[config.mk]
export PLATFORM = sky130hd
export DESIGN_NAME = ppu_pixel_streamer_flat
export DESIGN_NICKNAME = d
export VERILOG_FILES = /design/src/rtl/ppu_pixel_streamer_if.sv /design/src/rtl/ppu_pixel_streamer.sv /design/src/flat_wrapper.sv
export SDC_FILE = /design/constraint.sdc
export NUM_CORES = 1
export LEC_CHECK = 0
export CAP_MARGIN = 20
export CORE_MARGIN = 5
export CORE_UTILIZATION = 60
export CTS_BUF_LIST = sky130_fd_sc_hd__clkbuf_2
export CTS_CLUSTER_DIAMETER = 40
export DETAILED_ROUTE_END_ITERATION = 6
export DONT_BUFFER_PORTS = 1
export GPL_ROUTABILITY_DRIVEN = 1
export GPL_TIMING_DRIVEN = 0
export PLACE_DENSITY_LB_ADDON = 0.1
export SLEW_MARGIN = 20
export SYNTH_ARGS = -nofsm -noshare
export SYNTH_HDL_FRONTEND = slang
export SYNTH_SLANG_ARGS = --single-unit
[constraint.sdc]
create_clock -name i_clk -period 3.95 [get_ports i_clk]
set_clock_uncertainty 0.05 [all_clocks]
set_input_delay 0.9875 -clock i_clk [delete_from_list [all_inputs] [get_ports i_clk]]
set_output_delay 0.9875 -clock i_clk [all_outputs]
set_load 0.01 [all_outputs]
[src/rtl/ppu_pixel_streamer_if.sv]
// Valid/ready pixel stream carrying a 6-bit palette index with frame/line markers.
interface ppu_pixel_streamer_if;
    logic       m_valid;
    logic       m_ready;
    logic [5:0] m_data;
    logic       m_sof;
    logic       m_eol;

    modport master (
        output m_valid,
        output m_data,
        output m_sof,
        output m_eol,
        input  m_ready
    );

    modport slave (
        input  m_valid,
        input  m_data,
        input  m_sof,
        input  m_eol,
        output m_ready
    );
endinterface

[src/rtl/ppu_pixel_streamer.sv]
// Captures visible PPU pixels into a FWFT FIFO and streams whole frames; after an overflow the
// output resynchronises at the next frame start so no torn frame is ever followed without an SOF.
module ppu_pixel_streamer #(
    parameter int unsigned FIFO_DEPTH = 64,
    parameter int unsigned WIDTH      = 256,
    parameter int unsigned HEIGHT     = 240
) (
    input  logic                         i_clk,
    input  logic                         i_reset_n,
    input  logic                         i_ce,
    input  logic [5:0]                   i_color,
    input  logic [8:0]                   i_cycle,
    input  logic [8:0]                   i_scanline,
    input  logic                         i_enable,
    ppu_pixel_streamer_if.master         m_stream,
    output logic [$clog2(FIFO_DEPTH):0]  o_fifo_level,
    output logic [31:0]                  o_frame_count,
    output logic [15:0]                  o_drop_count,
    output logic                         o_overflow
);

    localparam int unsigned AW = $clog2(FIFO_DEPTH);
    localparam int unsigned LW = AW + 1;
    localparam logic [LW-1:0] FULL_LVL = LW'(FIFO_DEPTH);
    localparam logic [8:0] WIDTH_L  = 9'(WIDTH);
    localparam logic [8:0] HEIGHT_L = 9'(HEIGHT);
    localparam logic [8:0] LAST_C   = 9'(WIDTH - 1);
    localparam logic [8:0] LAST_S   = 9'(HEIGHT - 1);

    typedef enum logic [1:0] {StWaitSof, StStream, StDrop} state_t;

    logic [1:0]    r_rst_sync;
    logic          w_rst_n;
    state_t        r_state;
    logic [7:0]    r_mem [FIFO_DEPTH];
    logic [AW-1:0] r_wptr;
    logic [AW-1:0] r_rptr;
    logic [LW-1:0] r_level;
    logic [31:0]   r_frame_count;
    logic [15:0]   r_drop_count;
    logic          r_overflow;

    logic w_pix;
    logic w_sof;
    logic w_eol;
    logic w_last;
    logic w_full;
    logic w_valid;
    logic w_pop;
    logic w_push;
    logic w_drop;

    // Asynchronous assertion, release aligned to the clock.
    always_ff @(posedge i_clk or negedge i_reset_n) begin
        if (!i_reset_n) begin
            r_rst_sync <= 2'b00;
        end else begin
            r_rst_sync <= {r_rst_sync[0], 1'b1};
        end
    end
    assign w_rst_n = r_rst_sync[1];

    assign w_pix   = i_ce && (i_cycle < WIDTH_L) && (i_scanline < HEIGHT_L);
    assign w_sof   = (i_cycle == 9'd0) && (i_scanline == 9'd0);
    assign w_eol   = (i_cycle == LAST_C);
    assign w_last  = w_eol && (i_scanline == LAST_S);
    assign w_full  = (r_level == FULL_LVL);
    assign w_valid = (r_level != '0);
    assign w_pop   = w_valid && m_stream.m_ready;

    always_comb begin
        w_push = 1'b0;
        w_drop = 1'b0;
        if (w_pix) begin
            unique case (r_state)
                StWaitSof: w_push = w_sof && i_enable && !w_full;
                StStream: begin
                    w_push = !w_full;
                    w_drop = w_full;
                end
                StDrop: begin
                    w_push = w_sof && i_enable && !w_full;
                    w_drop = !w_sof;
                end
                default: begin
                    w_push = 1'b0;
                    w_drop = 1'b0;
                end
            endcase
        end
    end

    always_ff @(posedge i_clk or negedge w_rst_n) begin
        if (!w_rst_n) begin
            r_state       <= StWaitSof;
            r_frame_count <= '0;
            r_drop_count  <= '0;
            r_overflow    <= 1'b0;
        end else begin
            if (w_drop) begin
                r_overflow <= 1'b1;
                if (r_drop_count != 16'hFFFF) begin
                    r_drop_count <= r_drop_count + 16'd1;
                end
            end
            if (w_push && w_last) begin
                r_frame_count <= r_frame_count + 32'd1;
            end
            unique case (r_state)
                StWaitSof: begin
                    if (w_push && !w_last) r_state <= StStream;
                end
                StStream: begin
                    if (w_drop) begin
                        r_state <= StDrop;
                    end else if (w_push && w_last) begin
                        r_state <= StWaitSof;
                    end
                end
                StDrop: begin
                    // A frame start either resumes streaming or parks until a usable SOF.
                    if (w_pix && w_sof) begin
                        r_state <= (w_push && !w_last) ? StStream : StWaitSof;
                    end
                end
                default: r_state <= StWaitSof;
            endcase
        end
    end

    always_ff @(posedge i_clk) begin
        if (w_push) begin
            r_mem[r_wptr] <= {w_sof, w_eol, i_color};
        end
    end

    always_ff @(posedge i_clk or negedge w_rst_n) begin
        if (!w_rst_n) begin
            r_wptr  <= '0;
            r_rptr  <= '0;
            r_level <= '0;
        end else begin
            if (w_push) r_wptr <= r_wptr + AW'(1);
            if (w_pop)  r_rptr <= r_rptr + AW'(1);
            if (w_push && !w_pop) begin
                r_level <= r_level + LW'(1);
            end else if (!w_push && w_pop) begin
                r_level <= r_level - LW'(1);
            end
        end
    end

    assign m_stream.m_valid = w_valid;
    assign {m_stream.m_sof, m_stream.m_eol, m_stream.m_data} = w_valid ? r_mem[r_rptr] : 8'h00;

    assign o_fifo_level  = r_level;
    assign o_frame_count = r_frame_count;
    assign o_drop_count  = r_drop_count;
    assign o_overflow    = r_overflow;

endmodule

[src/flat_wrapper.sv]
// flat-port wrapper written by rule: the top's interface ports become plain ports
module ppu_pixel_streamer_flat 
#(
    parameter int unsigned FIFO_DEPTH = 64,
    parameter int unsigned WIDTH      = 256,
    parameter int unsigned HEIGHT     = 240
)
  (i_clk, i_reset_n, i_ce, i_color, i_cycle, i_scanline, i_enable, o_fifo_level, o_frame_count, o_drop_count, o_overflow, m_stream_m_valid, m_stream_m_data, m_stream_m_sof, m_stream_m_eol, m_stream_m_ready);
  ppu_pixel_streamer_if m_stream_i ();
  input  logic i_clk;
  input  logic i_reset_n;
  input  logic i_ce;
  input  logic [5:0] i_color;
  input  logic [8:0] i_cycle;
  input  logic [8:0] i_scanline;
  input  logic i_enable;
  output logic [$clog2(FIFO_DEPTH):0] o_fifo_level;
  output logic [31:0] o_frame_count;
  output logic [15:0] o_drop_count;
  output logic o_overflow;
  output wire logic [$bits(m_stream_i.m_valid)-1:0] m_stream_m_valid;
  output wire logic [$bits(m_stream_i.m_data)-1:0] m_stream_m_data;
  output wire logic [$bits(m_stream_i.m_sof)-1:0] m_stream_m_sof;
  output wire logic [$bits(m_stream_i.m_eol)-1:0] m_stream_m_eol;
  input wire logic [$bits(m_stream_i.m_ready)-1:0] m_stream_m_ready;
  assign m_stream_m_valid = m_stream_i.m_valid;
  assign m_stream_m_data = m_stream_i.m_data;
  assign m_stream_m_sof = m_stream_i.m_sof;
  assign m_stream_m_eol = m_stream_i.m_eol;
  assign m_stream_i.m_ready = m_stream_m_ready;
  ppu_pixel_streamer #(.FIFO_DEPTH(FIFO_DEPTH), .WIDTH(WIDTH), .HEIGHT(HEIGHT)) u_core (.i_clk(i_clk), .i_reset_n(i_reset_n), .i_ce(i_ce), .i_color(i_color), .i_cycle(i_cycle), .i_scanline(i_scanline), .i_enable(i_enable), .m_stream(m_stream_i), .o_fifo_level(o_fifo_level), .o_frame_count(o_frame_count), .o_drop_count(o_drop_count), .o_overflow(o_overflow));
endmodule
==> metrics.csv <==
metric;value;unit
fin crit share;111;%
pre-CTS setup slack;-662;ps
Final Max Tran Viols;0;
Crit Path Class;register to primary output;
GRT Util Overall;25.0;%
share of cells above drive strength 1;33.0;%
wire length per cell;26.5;um
combinational share of power;29.0;%
Crit-path slowest cell;mux4_2;
Mapped Area;23500;um2
failing checks;setup timing;
register area share after synthesis;73.1;%
DRT met1 WL;20.6;mm
die height;208;um
met2 routed WL;26.9;mm
max_cap viols;0;
CTS H-tree depth;4;
RSZ-0062 raised after global routing;true;
cell taking the most area after synthesis;edfxtp_1;
vias;12500;
synthesis warning total;0;
P_int;10.4;mW
most common cell after layout, fill and taps aside;edfxtp_1;
IO Pins;94;
IO Port Bufs;0;
Yosys reg bits;584;
Pre-antenna DRT Iters;5;
syn_nets;1269;
Main synth FF type;edfxtp_1;
die width;208;um
delay of the slowest cell on the worst path;550;ps
sequential share of power;45.3;%
Worst-Skew Late Latency;1090;ps
Sw Ratio;31.7;%
Root Driver;clkbuf_2;
core area;38600;um2
post-DP HPWL;32.6;mm
top cells by area, synth;edfxtp_1 65%, mux4_2 14%, dfrtp_1 7.7%, nor2_1 1.3%, xnor2_1 1.3%;
Post-Place Cell Area;24300;um2
Hold Fails Final Rpt;0;
max-slew headroom at the worst pin;37.7;%
Clock Path Buffers;3;
Site Rows;72;
DRC Markers;0;
ys async rst share;12.3;%
NetSw;4.82;mW
most frequent CP cell;mux4_2;
Num Clock Sinks;584;
Buf/Inv on CP;2;
CTS tree;yes;
Crit path required time;2910;ps
Design Area, Final;26200;um2
power density over cell area;580;nW/um2
# nets final;1426;
number of buffers created by CTS;144;
die area;43200;um2
area delta synth->final;11.7;%
FILL cells;2595;
Worst Path Max Fanout;10;
worst setup margin;-430;ps
Tot Pwr;15.2;mW
number of DRC markers in iteration 0;1123;
EDFF count, synth;512;
clock share of power;25.8;%
fmax;228;MHz
vias in the first global route;13200;
antenna violations before repair;1;
hold_ws;134;ps
share of the synthesized area in the top cell type;65.5;%
Vias/cell;6.22;
CP cell instances;clkbuf_16 -> buf_12 -> mux4_2 -> mux4_2 -> a22oi_2 -> nand2_2;
Lkg Pwr;8.70;nW
Worst-path clk slew;100;ps
status;complete, but fails checks;
routability cong.;0.815;
Hold Path Class;input pin to async pin;
CP Data Arrival Time;3340;ps
pin count of the biggest net entering global routing;65;
highest routed layer;met4;
CP startpoint kind;register;
met3 wire length;4.65;mm
synth unique cells;58;
Worst path top cell family by delay;multiplexers;
Slew @ Worst Pin;934;ps
most frequent cells in the layout;512 x edfxtp_1, 215 x clkbuf_2, 144 x mux4_2, 81 x nor2_1, 70 x dfrtp_1;
Mapped Cells;1224;
worst ir drop on vdd;0.000382;V
Post-DRT Antenna Nets;0;
Syn Area/Cell;19.2;um2
first-pass GRT wire length;80.4;mm
final setup vio count;8;
fin crit period;4380;ps
grt ovf;0;
starting density of the core;60.8;%
DRT Wirelength;53.2;mm
crit path capture type;primary output;
==> through the flow <==
stage                     instances  setup TNS [ps]  util [%]
after floorplan                1224           -49.2         -
after global routing           2005           -4080      67.9
after global placement         1742         -462330      62.5
after CTS                      2004           -3930      67.6
after detailed placement       1746         -210530      62.8
final                          2005           -3150      67.9
==> synth_stat cells (6+ instances only) <==
master and n:
nor2_2 8, mux4_2 144, nand3_1 27, xnor2_1 35, nand4_1 18, o21ai_0 17
a21oi_1 8, a22oi_1 7, nor4_1 7, xor2_1 25, and3_1 11, buf_2 13
nand3b_1 6, nor2_1 82, a211oi_1 16, edfxtp_1 512, nand2_1 43, inv_1 19
nor3_1 11, mux2i_1 18, o22ai_1 14, dfrtp_1 72, and4_1 6, buf_1 7
clkbuf_1 32, ha_1 15
==> layout make-up <==
class	count	area, um2	area share [%]
sequential	584	17200	65.5
inverter	19	73.8	0.281
timing repair buffer	14	330	1.26
buffer	52	429	1.64
clock inverter	44	255	0.973
multi-input combinational	566	6270	23.9
tap	518	648	2.47
clock buffer	207	1040	3.95
antenna	1	2.50	0.00954
==> logic make-up (layout without fill, tap and decap cells) <==
| kind of cell | after synthesis | after routing | share of synthesized area [%] |
|---|---|---|---|
| other | 1 | 2 | 0.0160 |
| adders and majority gates | 16 | 16 | 0.884 |
| AOI/OAI and AO/OA | 73 | 73 | 2.07 |
| muxes | 167 | 167 | 14.8 |
| buffers and inverters | 74 | 336 | 1.33 |
| DFF | 584 | 584 | 73.1 |
| xor gates and xnor gates | 60 | 60 | 2.24 |
| and+or+nand+nor | 249 | 249 | 5.51 |
==> routing by layer <==
metal,GRT usage [%],up-vias
met5,0,-
met1,33.7,6465
li1,-,5349
met4,8.70,0
met3,6.83,82
met2,40.2,585
==> flip-flops by register name (all words and copies together) (netlist names) <==
signal,count
u_core.r_mem,512
u_core.o_frame_count,32
u_core.o_drop_count,16
u_core.o_fifo_level,7
u_core.r_rptr,6
u_core.r_wptr,6
u_core.r_rst_sync,2
u_core.r_state,2
u_core.o_overflow,1
==> what timing repair did <==
action | CTS | global route
endpoints found under the setup margin | 10 | 37
buffers inserted | 0 | 1
cloned | 2 | 0
resized for setup | 111 | 18
hold endpoints to repair | 386 | 0
pin swaps | 7 | 6
hold buffers | 7 | 0
==> power by group through the flow <==
stage | clock network (mW) | registers [mW] | logic, mW
2_1_floorplan | 0 | 6.98 | 2.63
3_5_place_dp | 0 | 6.99 | 3.77
5_1_grt | 4.38 | 6.90 | 4.62
6_report | 3.92 | 6.88 | 4.40
3_3_place_gp | 0 | 7.00 | 3.72
4_1_cts | 4.02 | 6.88 | 4.35
==> final timing paths <==
check,cells after the start,slack (ps),to,startpoint
min in group i_clk,1,240,u_core.r_mem[28][5],i_color[5]
hold reg to reg,0,170,u_core.o_drop_count[2],u_core.r_rst_sync[1]
max in group asynchronous,1,3110,u_core.o_frame_count[5],u_core.r_rst_sync[1]
hold / removal,1,130,u_core.r_rst_sync[1],i_reset_n
setup reg to reg,7,160,u_core.r_mem[38][7],u_core.o_fifo_level[0]
setup / recovery,6,-430,m_stream_m_data[1],u_core.r_rptr[0]
==> worst register-to-register path, cell delays in order, from the launching register on <==
cell      delay [ps]
dfrtp_1          560
nor4_4           100
buf_4            170
a311oi_4         530
nand2_4          180
inv_4            130
nand4b_1         710
nor2_1           990
No activity file was read; power rests on OpenSTA's default activity.
